<file path="config.mk">
export PLATFORM = sky130hd
export DESIGN_NAME = s1_digit_ctrl_flat
export DESIGN_NICKNAME = d
export VERILOG_FILES = /design/src/rtl/stopwatch_pkg.sv /design/src/rtl/s1_digit_ctrl_if.sv /design/src/rtl/s1_digit_ctrl_digit_updown_reg.sv /design/src/rtl/s1_digit_ctrl.sv /design/src/flat_wrapper.sv
export SDC_FILE = /design/constraint.sdc
export NUM_CORES = 1
export LEC_CHECK = 0
export BUFFER_PORTS_ARGS = -buffer_cell sky130_fd_sc_hd__buf_4
export CAP_MARGIN = 20
export CORE_AREA = 10 10 47 49
export CTS_CLUSTER_SIZE = 16
export DETAILED_ROUTE_END_ITERATION = 8
export DIE_AREA = 0 0 57 59
export PLACE_DENSITY = 0.79
export SLEW_MARGIN = 30
export SYNTH_ARGS = -nofsm -noshare
export SYNTH_HDL_FRONTEND = slang
export SYNTH_HIERARCHICAL = 1
export SYNTH_SLANG_ARGS = --single-unit
</file>
<file path="constraint.sdc">
create_clock -name clk -period 4.09 [get_ports clk]
set_clock_uncertainty 0.15 [all_clocks]
set_input_delay 1.227 -clock clk [delete_from_list [all_inputs] [get_ports clk]]
set_output_delay 1.227 -clock clk [all_outputs]
set_load 0.05 [all_outputs]
</file>
<file path="src/rtl/stopwatch_pkg.sv">
// Shared stopwatch types and constants.
//   s1_state_t   : S1 terminal-condition FSM states (2-bit encoding)
//   SEC_TENS_MAX : highest value of the tens-of-seconds digit
//   DIGIT_W      : width of a single BCD-style digit register
package stopwatch_pkg;

  localparam int SEC_TENS_MAX = 5;
  localparam int DIGIT_W      = 4;

  typedef enum logic [1:0] {
    RUN      = 2'd0,
    OVF_HOLD = 2'd1,
    EXPIRED  = 2'd2
  } s1_state_t;

endpackage

</file>
<file path="src/rtl/s1_digit_ctrl_if.sv">
// Bus between the S1 digit controller and its neighbours in the digit chain.
//   master : drives start/ups/carry_in/upper_term_in/upper_comp_in,
//            observes out_S1/carry_out/term_out/comp_out/expired/overflow
//   slave  : the S1 controller itself (mirror of master)
interface s1_digit_ctrl_if
  import stopwatch_pkg::*;
#(
  parameter int WIDTH = DIGIT_W
);
  logic             start;
  logic             ups;
  logic             carry_in;
  logic             upper_term_in;
  logic             upper_comp_in;
  logic [WIDTH-1:0] out_S1;
  logic             carry_out;
  logic             term_out;
  logic             comp_out;
  logic             expired;
  logic             overflow;

  modport master (
    output start, ups, carry_in, upper_term_in, upper_comp_in,
    input  out_S1, carry_out, term_out, comp_out, expired, overflow
  );

  modport slave (
    input  start, ups, carry_in, upper_term_in, upper_comp_in,
    output out_S1, carry_out, term_out, comp_out, expired, overflow
  );
endinterface

</file>
<file path="src/rtl/s1_digit_ctrl_digit_updown_reg.sv">
// Reusable up/down digit register with wrap (up) and reload (down).
//   i_clk   : clock, rising edge
//   i_rst_n : asynchronous active-low reset (digit -> 0)
//   i_clr   : synchronous clear, beats i_en
//   i_en    : apply one count step this cycle
//   i_up    : 1 = count up, 0 = count down
//   o_q     : current digit value
//   o_wrap  : a step taken now would wrap to 0 (up) or reload MAX (down);
//             values above MAX are treated as wrapping in both directions
module digit_updown_reg #(
  parameter int WIDTH = 4,
  parameter int MAX   = 5
) (
  input  logic             i_clk,
  input  logic             i_rst_n,
  input  logic             i_clr,
  input  logic             i_en,
  input  logic             i_up,
  output logic [WIDTH-1:0] o_q,
  output logic             o_wrap
);
  localparam logic [WIDTH-1:0] MAX_V  = WIDTH'(MAX);
  localparam logic [WIDTH-1:0] ZERO_V = {WIDTH{1'b0}};
  localparam logic [WIDTH-1:0] ONE_V  = WIDTH'(1);

  logic [WIDTH-1:0] r_q;

  assign o_wrap = i_up ? (r_q >= MAX_V) : ((r_q == ZERO_V) || (r_q > MAX_V));
  assign o_q    = r_q;

  // Digit register: clear, then wrap/reload or step.
  always_ff @(posedge i_clk or negedge i_rst_n) begin
    if (!i_rst_n) begin
      r_q <= ZERO_V;
    end else if (i_clr) begin
      r_q <= ZERO_V;
    end else if (i_en) begin
      if (o_wrap) begin
        r_q <= i_up ? ZERO_V : MAX_V;
      end else begin
        r_q <= i_up ? (r_q + ONE_V) : (r_q - ONE_V);
      end
    end else begin
      r_q <= r_q;
    end
  end
endmodule

</file>
<file path="src/rtl/s1_digit_ctrl.sv">
// Tens-of-seconds (S1) stopwatch digit controller.
//   clk   : clock, rising edge
//   reset : asynchronous active-low reset
//   bus   : slave side of s1_digit_ctrl_if (run/mode/carry/term/clear in,
//           digit, carry_out, term_out, comp_out, expired, overflow out)
// Counts on the S0 carry/borrow pulse, forwards carry/borrow upward and
// freezes the watch on up-mode overflow or down-mode expiry.
module s1_digit_ctrl
  import stopwatch_pkg::*;
#(
  parameter int WIDTH     = DIGIT_W,
  parameter int MAX_DIGIT = SEC_TENS_MAX
) (
  input  logic           clk,
  input  logic           reset,
  s1_digit_ctrl_if.slave bus
);
  localparam logic [WIDTH-1:0] MAX_V  = WIDTH'(MAX_DIGIT);
  localparam logic [WIDTH-1:0] ZERO_V = {WIDTH{1'b0}};

  s1_state_t        r_state;
  logic             r_expired;
  logic             r_overflow;
  logic             r_ups_q;
  logic [WIDTH-1:0] w_digit;
  logic             w_wrap;
  logic             w_en;
  logic             w_step;
  logic             w_ovf_trig;
  logic             w_exp_trig;
  logic             w_mode_chg;
  logic             w_frozen;

  assign w_frozen   = (r_state != RUN);
  assign w_en       = bus.start & ~w_frozen;
  assign w_mode_chg = (bus.ups != r_ups_q);
  assign w_ovf_trig = w_en & bus.ups & bus.carry_in & (w_digit == MAX_V) & bus.upper_term_in;
  assign w_exp_trig = w_en & ~bus.ups & (w_digit == ZERO_V) & bus.upper_term_in;
  // Once expiry is reached the digit must stay at 0, so a stray borrow in
  // the same cycle is swallowed instead of reloading MAX.
  assign w_step     = w_en & bus.carry_in & ~bus.upper_comp_in & ~w_exp_trig;

  digit_updown_reg #(
    .WIDTH (WIDTH),
    .MAX   (MAX_DIGIT)
  ) u_digit (
    .i_clk   (clk),
    .i_rst_n (reset),
    .i_clr   (bus.upper_comp_in),
    .i_en    (w_step),
    .i_up    (bus.ups),
    .o_q     (w_digit),
    .o_wrap  (w_wrap)
  );

  // Terminal FSM, sticky flags and previous-mode register.
  always_ff @(posedge clk or negedge reset) begin
    if (!reset) begin
      r_state    <= RUN;
      r_expired  <= 1'b0;
      r_overflow <= 1'b0;
      r_ups_q    <= 1'b0;
    end else begin
      r_ups_q <= bus.ups;
      if (bus.upper_comp_in) begin
        r_state    <= RUN;
        r_expired  <= 1'b0;
        r_overflow <= 1'b0;
      end else begin
        case (r_state)
          RUN: begin
            if (w_ovf_trig) begin
              r_state    <= OVF_HOLD;
              r_overflow <= 1'b1;
            end else if (w_exp_trig) begin
              r_state   <= EXPIRED;
              r_expired <= 1'b1;
            end else begin
              r_state <= RUN;
            end
          end
          OVF_HOLD, EXPIRED: begin
            // Flipping the mode is how the user leaves a frozen watch.
            if (w_mode_chg) begin
              r_state    <= RUN;
              r_expired  <= 1'b0;
              r_overflow <= 1'b0;
            end else begin
              r_state <= r_state;
            end
          end
          default: begin
            r_state    <= RUN;
            r_expired  <= 1'b0;
            r_overflow <= 1'b0;
          end
        endcase
      end
    end
  end

  // Combinational chain outputs are forced low while reset is held.
  assign bus.carry_out = reset & w_step & w_wrap;
  assign bus.term_out  = reset & (w_frozen | (~bus.ups & (w_digit == ZERO_V) & bus.upper_term_in));
  assign bus.comp_out  = reset & (bus.upper_comp_in | (w_frozen & w_mode_chg));
  assign bus.out_S1    = w_digit;
  assign bus.expired   = r_expired;
  assign bus.overflow  = r_overflow;
endmodule

</file>
<file path="src/flat_wrapper.sv">
// flat-port wrapper written by rule: the top's interface ports become plain ports
module s1_digit_ctrl_flat import stopwatch_pkg::*;
#(
  parameter int WIDTH     = DIGIT_W,
  parameter int MAX_DIGIT = SEC_TENS_MAX
)
  (clk, reset, bus_start, bus_ups, bus_carry_in, bus_upper_term_in, bus_upper_comp_in, bus_out_S1, bus_carry_out, bus_term_out, bus_comp_out, bus_expired, bus_overflow);
  s1_digit_ctrl_if #(.WIDTH(WIDTH)) bus_i ();
  input  logic clk;
  input  logic reset;
  input wire logic [$bits(bus_i.start)-1:0] bus_start;
  input wire logic [$bits(bus_i.ups)-1:0] bus_ups;
  input wire logic [$bits(bus_i.carry_in)-1:0] bus_carry_in;
  input wire logic [$bits(bus_i.upper_term_in)-1:0] bus_upper_term_in;
  input wire logic [$bits(bus_i.upper_comp_in)-1:0] bus_upper_comp_in;
  output wire logic [$bits(bus_i.out_S1)-1:0] bus_out_S1;
  output wire logic [$bits(bus_i.carry_out)-1:0] bus_carry_out;
  output wire logic [$bits(bus_i.term_out)-1:0] bus_term_out;
  output wire logic [$bits(bus_i.comp_out)-1:0] bus_comp_out;
  output wire logic [$bits(bus_i.expired)-1:0] bus_expired;
  output wire logic [$bits(bus_i.overflow)-1:0] bus_overflow;
  assign bus_i.start = bus_start;
  assign bus_i.ups = bus_ups;
  assign bus_i.carry_in = bus_carry_in;
  assign bus_i.upper_term_in = bus_upper_term_in;
  assign bus_i.upper_comp_in = bus_upper_comp_in;
  assign bus_out_S1 = bus_i.out_S1;
  assign bus_carry_out = bus_i.carry_out;
  assign bus_term_out = bus_i.term_out;
  assign bus_comp_out = bus_i.comp_out;
  assign bus_expired = bus_i.expired;
  assign bus_overflow = bus_i.overflow;
  s1_digit_ctrl #(.WIDTH(WIDTH), .MAX_DIGIT(MAX_DIGIT)) u_core (.clk(clk), .reset(reset), .bus(bus_i));
endmodule
</file>
==> results of run 1 <==
synth_stat cells:
cell type / count
a21o_1: 2
a21oi_1: 6
a221oi_2: 1
a31oi_1: 1
and2_1: 1
and3_1: 1
dfrtp_1: 9
fa_1: 1
ha_1: 3
inv_1: 7
inv_2: 1
nand2_1: 3
nand2b_1: 3
nand3_1: 1
nand3b_1: 1
nand4_1: 2
nand4b_1: 1
nor2_1: 6
nor3_1: 1
nor4_2: 1
o211ai_1: 2
o21a_1: 3
o21ai_0: 2
o21ai_1: 1
o31ai_1: 1
o32ai_1: 1
or3b_1: 1
or4_1: 1
xnor2_1: 3
power groups by stage:
stage                      logic, W  clock network (W)  registers (W)
after floorplan           0.0000259                  0       0.000104
after global placement    0.0000516                  0      0.0000977
after detailed placement  0.0000528                  0      0.0000978
after CTS                 0.0000531          0.0000723      0.0000962
after global routing      0.0000576          0.0000760      0.0000968
final                     0.0000524          0.0000687      0.0000962
cells in the final DEF (no fill, tap or decap), types with 2 or more instances in the layout:
cell type and instances:
inv_1 7, a21o_1 2, o211ai_1 2, nand2b_1 3, o21a_1 3, nand4_1 2, nand2_1 3, o21ai_0 2
xnor2_1 3, dfrtp_1 9, nor2_1 6, ha_1 3, clkbuf_4 3, a21oi_1 6, buf_4 16
path summary, 6_finish.rpt:
kind | start | depth (start not counted) | endpoint | slack (ns)
max | bus_upper_comp_in | 5 | bus_carry_out | 0.28
min | u_core/bus.overflow | 2 | u_core/bus.overflow | 0.39
max reg2reg | u_core/r_state[0] | 7 | u_core/u_digit/o_q[0] | 2.21
min reg2reg | u_core/bus.overflow | 2 | u_core/bus.overflow | 0.39
max in group asynchronous | reset | 1 | u_core/u_digit/o_q[3] | 3.00
min in group asynchronous | reset | 1 | u_core/r_state[1] | 0.64
state kept, by name (all words and copies together) (netlist names):
| name | cells |
|---|---|
| u_core/bus.expired | 1 |
| u_core/r_ups_q | 1 |
| u_core/u_digit/o_q | 4 |
| u_core/r_state | 2 |
| u_core/bus.overflow | 1 |
logic make-up after synthesis:
family,Yosys count,share of synthesized area (%)
compound gates,20,22.3
xor+xnor,3,4.33
fa+ha+maj,4,9.49
flops,9,37.1
buf+inv,8,4.95
simple gates,23,21.9
layout make-up:
class / instances / area [um^2] / share of cell area [%]
clock buffers: 4 / 26.3 / 3.40
repair buffers: 16 / 120 / 15.5
inverters: 8 / 30.0 / 3.88
multi-input cells: 50 / 352 / 45.5
flip-flops and latches: 9 / 225 / 29.1
well taps: 16 / 20.0 / 2.59
worst min-delay path: cells and delay by family (launching register included):
family          cells  cell delay [ns]
flops               1             0.37
simple gates        1             0.08
compound gates      1             0.06
per-layer routing:
metal  wire [um]  global-route usage, %
met5           0                      0
met4          23                   7.05
met3         111                   3.43
met2         702                   15.3
met1         683                   11.2
stage by stage:
stage	power (W)	worst slack [ns]
global route	0.000230	0.131
floorplan	0.000130	0.323
global placement	0.000149	0.311
detailed placement	0.000151	0.284
finish	0.000217	0.275
CTS	0.000222	0.283
==> results.py, run 1 <==
metrics = {
    "run_status": {
        "status": "finished, final reports clean",
    },
    "global_route": {
        "grt_pass1_wl_mm": 2.68,
        "track_usage_pct": 9.92,
        "gr-total-overflow": 0,
        "grt_max_degree": 13,
        "antenna_found_initial": 0,
        "grt_pass1_vias": 607,
    },
    "floorplanning": {
        "die-area_mm2": 0.00336,
        "io_pins": 16,
        "start_util_pct": 43.3,
        "die_h_um": 59,
        "row_count": 14,
        "fp.dieW_um": 57,
        "coreArea_mm2": 0.00140,
    },
    "cts": {
        "cts_resized": 0,
        "clk_path_buf_depth": 2,
        "clock_latency_ns": 0.26,
        "cts.hold.buffers_added": 0,
        "cts_setup_buffers": 0,
        "clock-sinks": 9,
        "cts_buffers": 3,
        "clk_pin_slew_ns": 0.06,
        "cts_root_buf": "clkbuf_4",
        "cts_tree": "yes",
        "cts_max_level": 1,
    },
    "critical_path": {
        "critPathCaptureType": "primary output",
        "arrival_ns": 2.44,
        "slowest_delay_ns": 0.42,
        "cp_slowest_cell": "nor2_1",
        "crit_path_cell_trace": "buf_4 -> nand4b_1 -> nor2_1 -> and3_1 -> buf_4",
        "critPathTopFamily": "simple AND/OR/NAND/NOR gates",
        "crit_fanout": 11,
        "startpoint_type": "input port",
        "crit_path_frequent_cell": "buf_4",
        "critPathBufInv": 2,
        "crit_type": "in2out",
        "cp.required_ns": 2.71,
    },
    "route": {
        "drcViolationCount": 0,
        "routedWlPerCell_um": 14.8,
        "vias": 576,
        "drt_wl_total_mm": 1.52,
        "routed_via_density": 5.59,
        "dr.first_iter.drc_count": 2,
        "antenna_left": 0,
        "dr.pass1.iters": 4,
    },
    "finish": {
        "area_growth_syn_to_layout_pct": 27.4,
        "final_util_pct": 55.2,
        "final_cell_area_um2": 773,
        "fin_nets": 99,
        "num-fill-cells": 148,
        "n_antenna_cell": 0,
        "finalNonFillerCells": 103,
        "drive_above_1_share_pct": 25.3,
    },
    "hold_path": {
        "hp-class": "reg2reg",
    },
    "sta": {
        "tightest_slew_ns": 0.495,
        "rsz0062_at_grt": "no",
        "setup_tns_ns": 0,
        "drv_slew": 0,
        "post-route-min-period_ns": 3.81,
        "finalHoldViolCount": 0,
        "slew_headroom_pct": 66.9,
        "hold_ws_ns": 0.389,
        "finalSetupViolCount": 0,
        "fin_crit_sh_pct": 93.3,
        "max_freq_mhz": 262,
    },
    "yosys": {
        "yosysWarnings": 6,
        "synth_top_area_share_pct": 37.1,
        "yosysUniqueCellTypes": 29,
        "syn_avg_cell_area_um2": 9.06,
        "yosys.area.top_type": "dfrtp_1",
        "seq_area_frac_synth_pct": 37.1,
        "syn_inst": 67,
        "ys_seq_elements": 9,
        "synth.area.top_cells": "dfrtp_1 (37%), ha_1 (6.2%), a21oi_1 (4.9%)",
        "syn-num-nets": 78,
        "syn_area_um2": 607,
    },
    "place": {
        "hpwl_mm": 1.13,
        "portBuffers": 15,
        "gp_congestion": 0.852,
        "dpl-instance-area_um2": 747,
        "place_inst": 99,
    },
    "power_and_ir_drop": {
        "clock_power_share_pct": 31.6,
        "swShare_pct": 31.0,
        "p_int_w": 0.000150,
        "seqPwrFrac_pct": 44.3,
        "power_density_mw_per_mm2": 281,
        "combPwrFrac_pct": 24.1,
        "ir_drop_v": 0.000154,
        "p_leak_nw": 0.363,
        "power_switching_w": 0.0000673,
    },
    "run": {
        "cap_viol_max_count": 0,
    },
}
No activity file was read; power rests on OpenSTA's default activity.
==> run 2, diff against run 1 <==
Settings changed: CTS_CLUSTER_DIAMETER set to 60.
Clock period 4.09 ns to 3.9 ns, I/O delays scaled along.
==> results.py, run 2 (synthesis gave the netlist of run 1 again) <==
metrics = {
    "place": {
        "gp_congestion": 0.815,
        "dpl-instance-area_um2": 754,
        "hpwl_mm": 1.12,
        "portBuffers": 15,
    },
    "power_and_ir_drop": {
        "power_density_mw_per_mm2": 292,
        "combPwrFrac_pct": 24.5,
        "power_switching_w": 0.0000701,
        "p_leak_nw": 0.369,
        "swShare_pct": 30.7,
        "p_int_w": 0.000158,
        "clock_power_share_pct": 31.3,
        "seqPwrFrac_pct": 44.2,
        "ir_drop_v": 0.000125,
    },
    "floorplanning": {
        "die_h_um": 59,
        "die-area_mm2": 0.00336,
        "coreArea_mm2": 0.00140,
        "fp.dieW_um": 57,
        "io_pins": 16,
        "row_count": 14,
        "start_util_pct": 43.3,
    },
    "run_status": {
        "status": "finished, final reports clean",
    },
    "critical_path": {
        "arrival_ns": 2.26,
        "crit_type": "in2out",
        "startpoint_type": "input port",
        "cp.required_ns": 2.58,
        "critPathCaptureType": "primary output",
        "crit_fanout": 11,
    },
    "sta": {
        "tightest_slew_ns": 0.328,
        "slew_headroom_pct": 78.1,
        "finalHoldViolCount": 0,
        "post-route-min-period_ns": 3.58,
        "setup_tns_ns": 0,
        "drv_slew": 0,
        "rsz0062_at_grt": "no",
        "max_freq_mhz": 280,
        "fin_crit_sh_pct": 91.7,
        "finalSetupViolCount": 0,
    },
    "cts": {
        "cts_buffers": 3,
        "cts.hold.buffers_added": 0,
        "clock_latency_ns": 0.26,
        "clk_path_buf_depth": 2,
        "cts_resized": 0,
        "cts_setup_buffers": 0,
        "cts_tree": "yes",
        "cts_root_buf": "clkbuf_4",
        "clock-sinks": 9,
        "cts_max_level": 1,
        "clk_pin_slew_ns": 0.06,
    },
    "route": {
        "antenna_left": 0,
        "routedWlPerCell_um": 14.2,
        "drcViolationCount": 0,
        "dr.first_iter.drc_count": 14,
        "vias": 582,
        "routed_via_density": 5.60,
        "dr.pass1.iters": 4,
        "drt_wl_total_mm": 1.48,
    },
    "global_route": {
        "grt_pass1_wl_mm": 2.49,
        "gr-total-overflow": 0,
        "grt_max_degree": 13,
        "grt_pass1_vias": 582,
        "track_usage_pct": 9.14,
        "antenna_found_initial": 0,
    },
    "hold_path": {
        "hp-class": "reg2reg",
    },
    "finish": {
        "final_cell_mix": "buf_4 (17), dfrtp_1 (9), inv_1 (7), nor2_1 (6), a21oi_1 (6)",
        "area_growth_syn_to_layout_pct": 28.7,
        "drive_above_1_share_pct": 26.1,
        "fin_nets": 100,
        "final_cell_area_um2": 781,
        "final_common_cell": "buf_4",
        "n_antenna_cell": 0,
        "largest_reg_flops": 4,
    },
    "run": {
        "cap_viol_max_count": 0,
    },
}
## run 2: power groups by stage
stage / sequential [W] / combinational (W) / clock (W)
after CTS: 0.000101 / 0.0000562 / 0.0000747
after global routing: 0.000101 / 0.0000611 / 0.0000768
after detailed placement: 0.000103 / 0.0000560 / 0
final: 0.000101 / 0.0000559 / 0.0000713
after floorplan: 0.000109 / 0.0000272 / 0
after global placement: 0.000102 / 0.0000545 / 0
## run 2: final timing paths
check                           cells past startpoint             startpoint  slack, ns                    end
worst max-delay path                                6                bus_ups       0.32          bus_carry_out
worst min-delay path                                2      u_core/r_state[0]       0.39      u_core/r_state[0]
worst max register to register                      6  u_core/u_digit/o_q[1]       2.03  u_core/u_digit/o_q[1]
worst min register to register                      2      u_core/r_state[0]       0.39      u_core/r_state[0]
max in group asynchronous                           1                  reset       2.87  u_core/u_digit/o_q[2]
min in group asynchronous                           1                  reset       0.59      u_core/r_state[1]
## run 2: layer usage
layer / up-vias / part of all wire [%] / routed length, um / track usage, %
met5: - / 0 / 0 / 0
met4: 0 / 1.6 / 24 / 7.72
met3: 2 / 6.2 / 91 / 2.36
met2: 21 / 48 / 709 / 14.4
met1: 277 / 44 / 653 / 10.1
li1: 282 / - / - / -
## run 2: critical path, stage by stage
cell	delay (ns)
buf_4	0.16
a21o_1	0.19
a221oi_2	0.33
inv_2	0.06
and3_1	0.16
buf_4	0.18
## run 2: cell type report
| cell class | instances | area, um^2 |
|---|---|---|
| fill | 130 | 621 |
| multi-input combinational | 50 | 352 |
| sequential | 9 | 225 |
| timing repair buffer | 17 | 128 |
| inverter | 8 | 30.0 |
| clock buffer | 4 | 26.3 |
| tap | 16 | 20.0 |
## run 2: through the flow
stage | hold WS, ns | worst slack [ns] | util, % | instances | total power (W)
floorplan | 0.345 | 0.247 | - | 67 | 0.000136
global placement | 0.362 | 0.330 | 53.8 | 100 | 0.000157
detailed placement | 0.377 | 0.321 | 53.8 | 100 | 0.000159
CTS | 0.386 | 0.322 | 55.7 | 104 | 0.000232
global route | 0.408 | 0.256 | 55.7 | 104 | 0.000239
finish | 0.392 | 0.324 | 55.7 | 104 | 0.000228
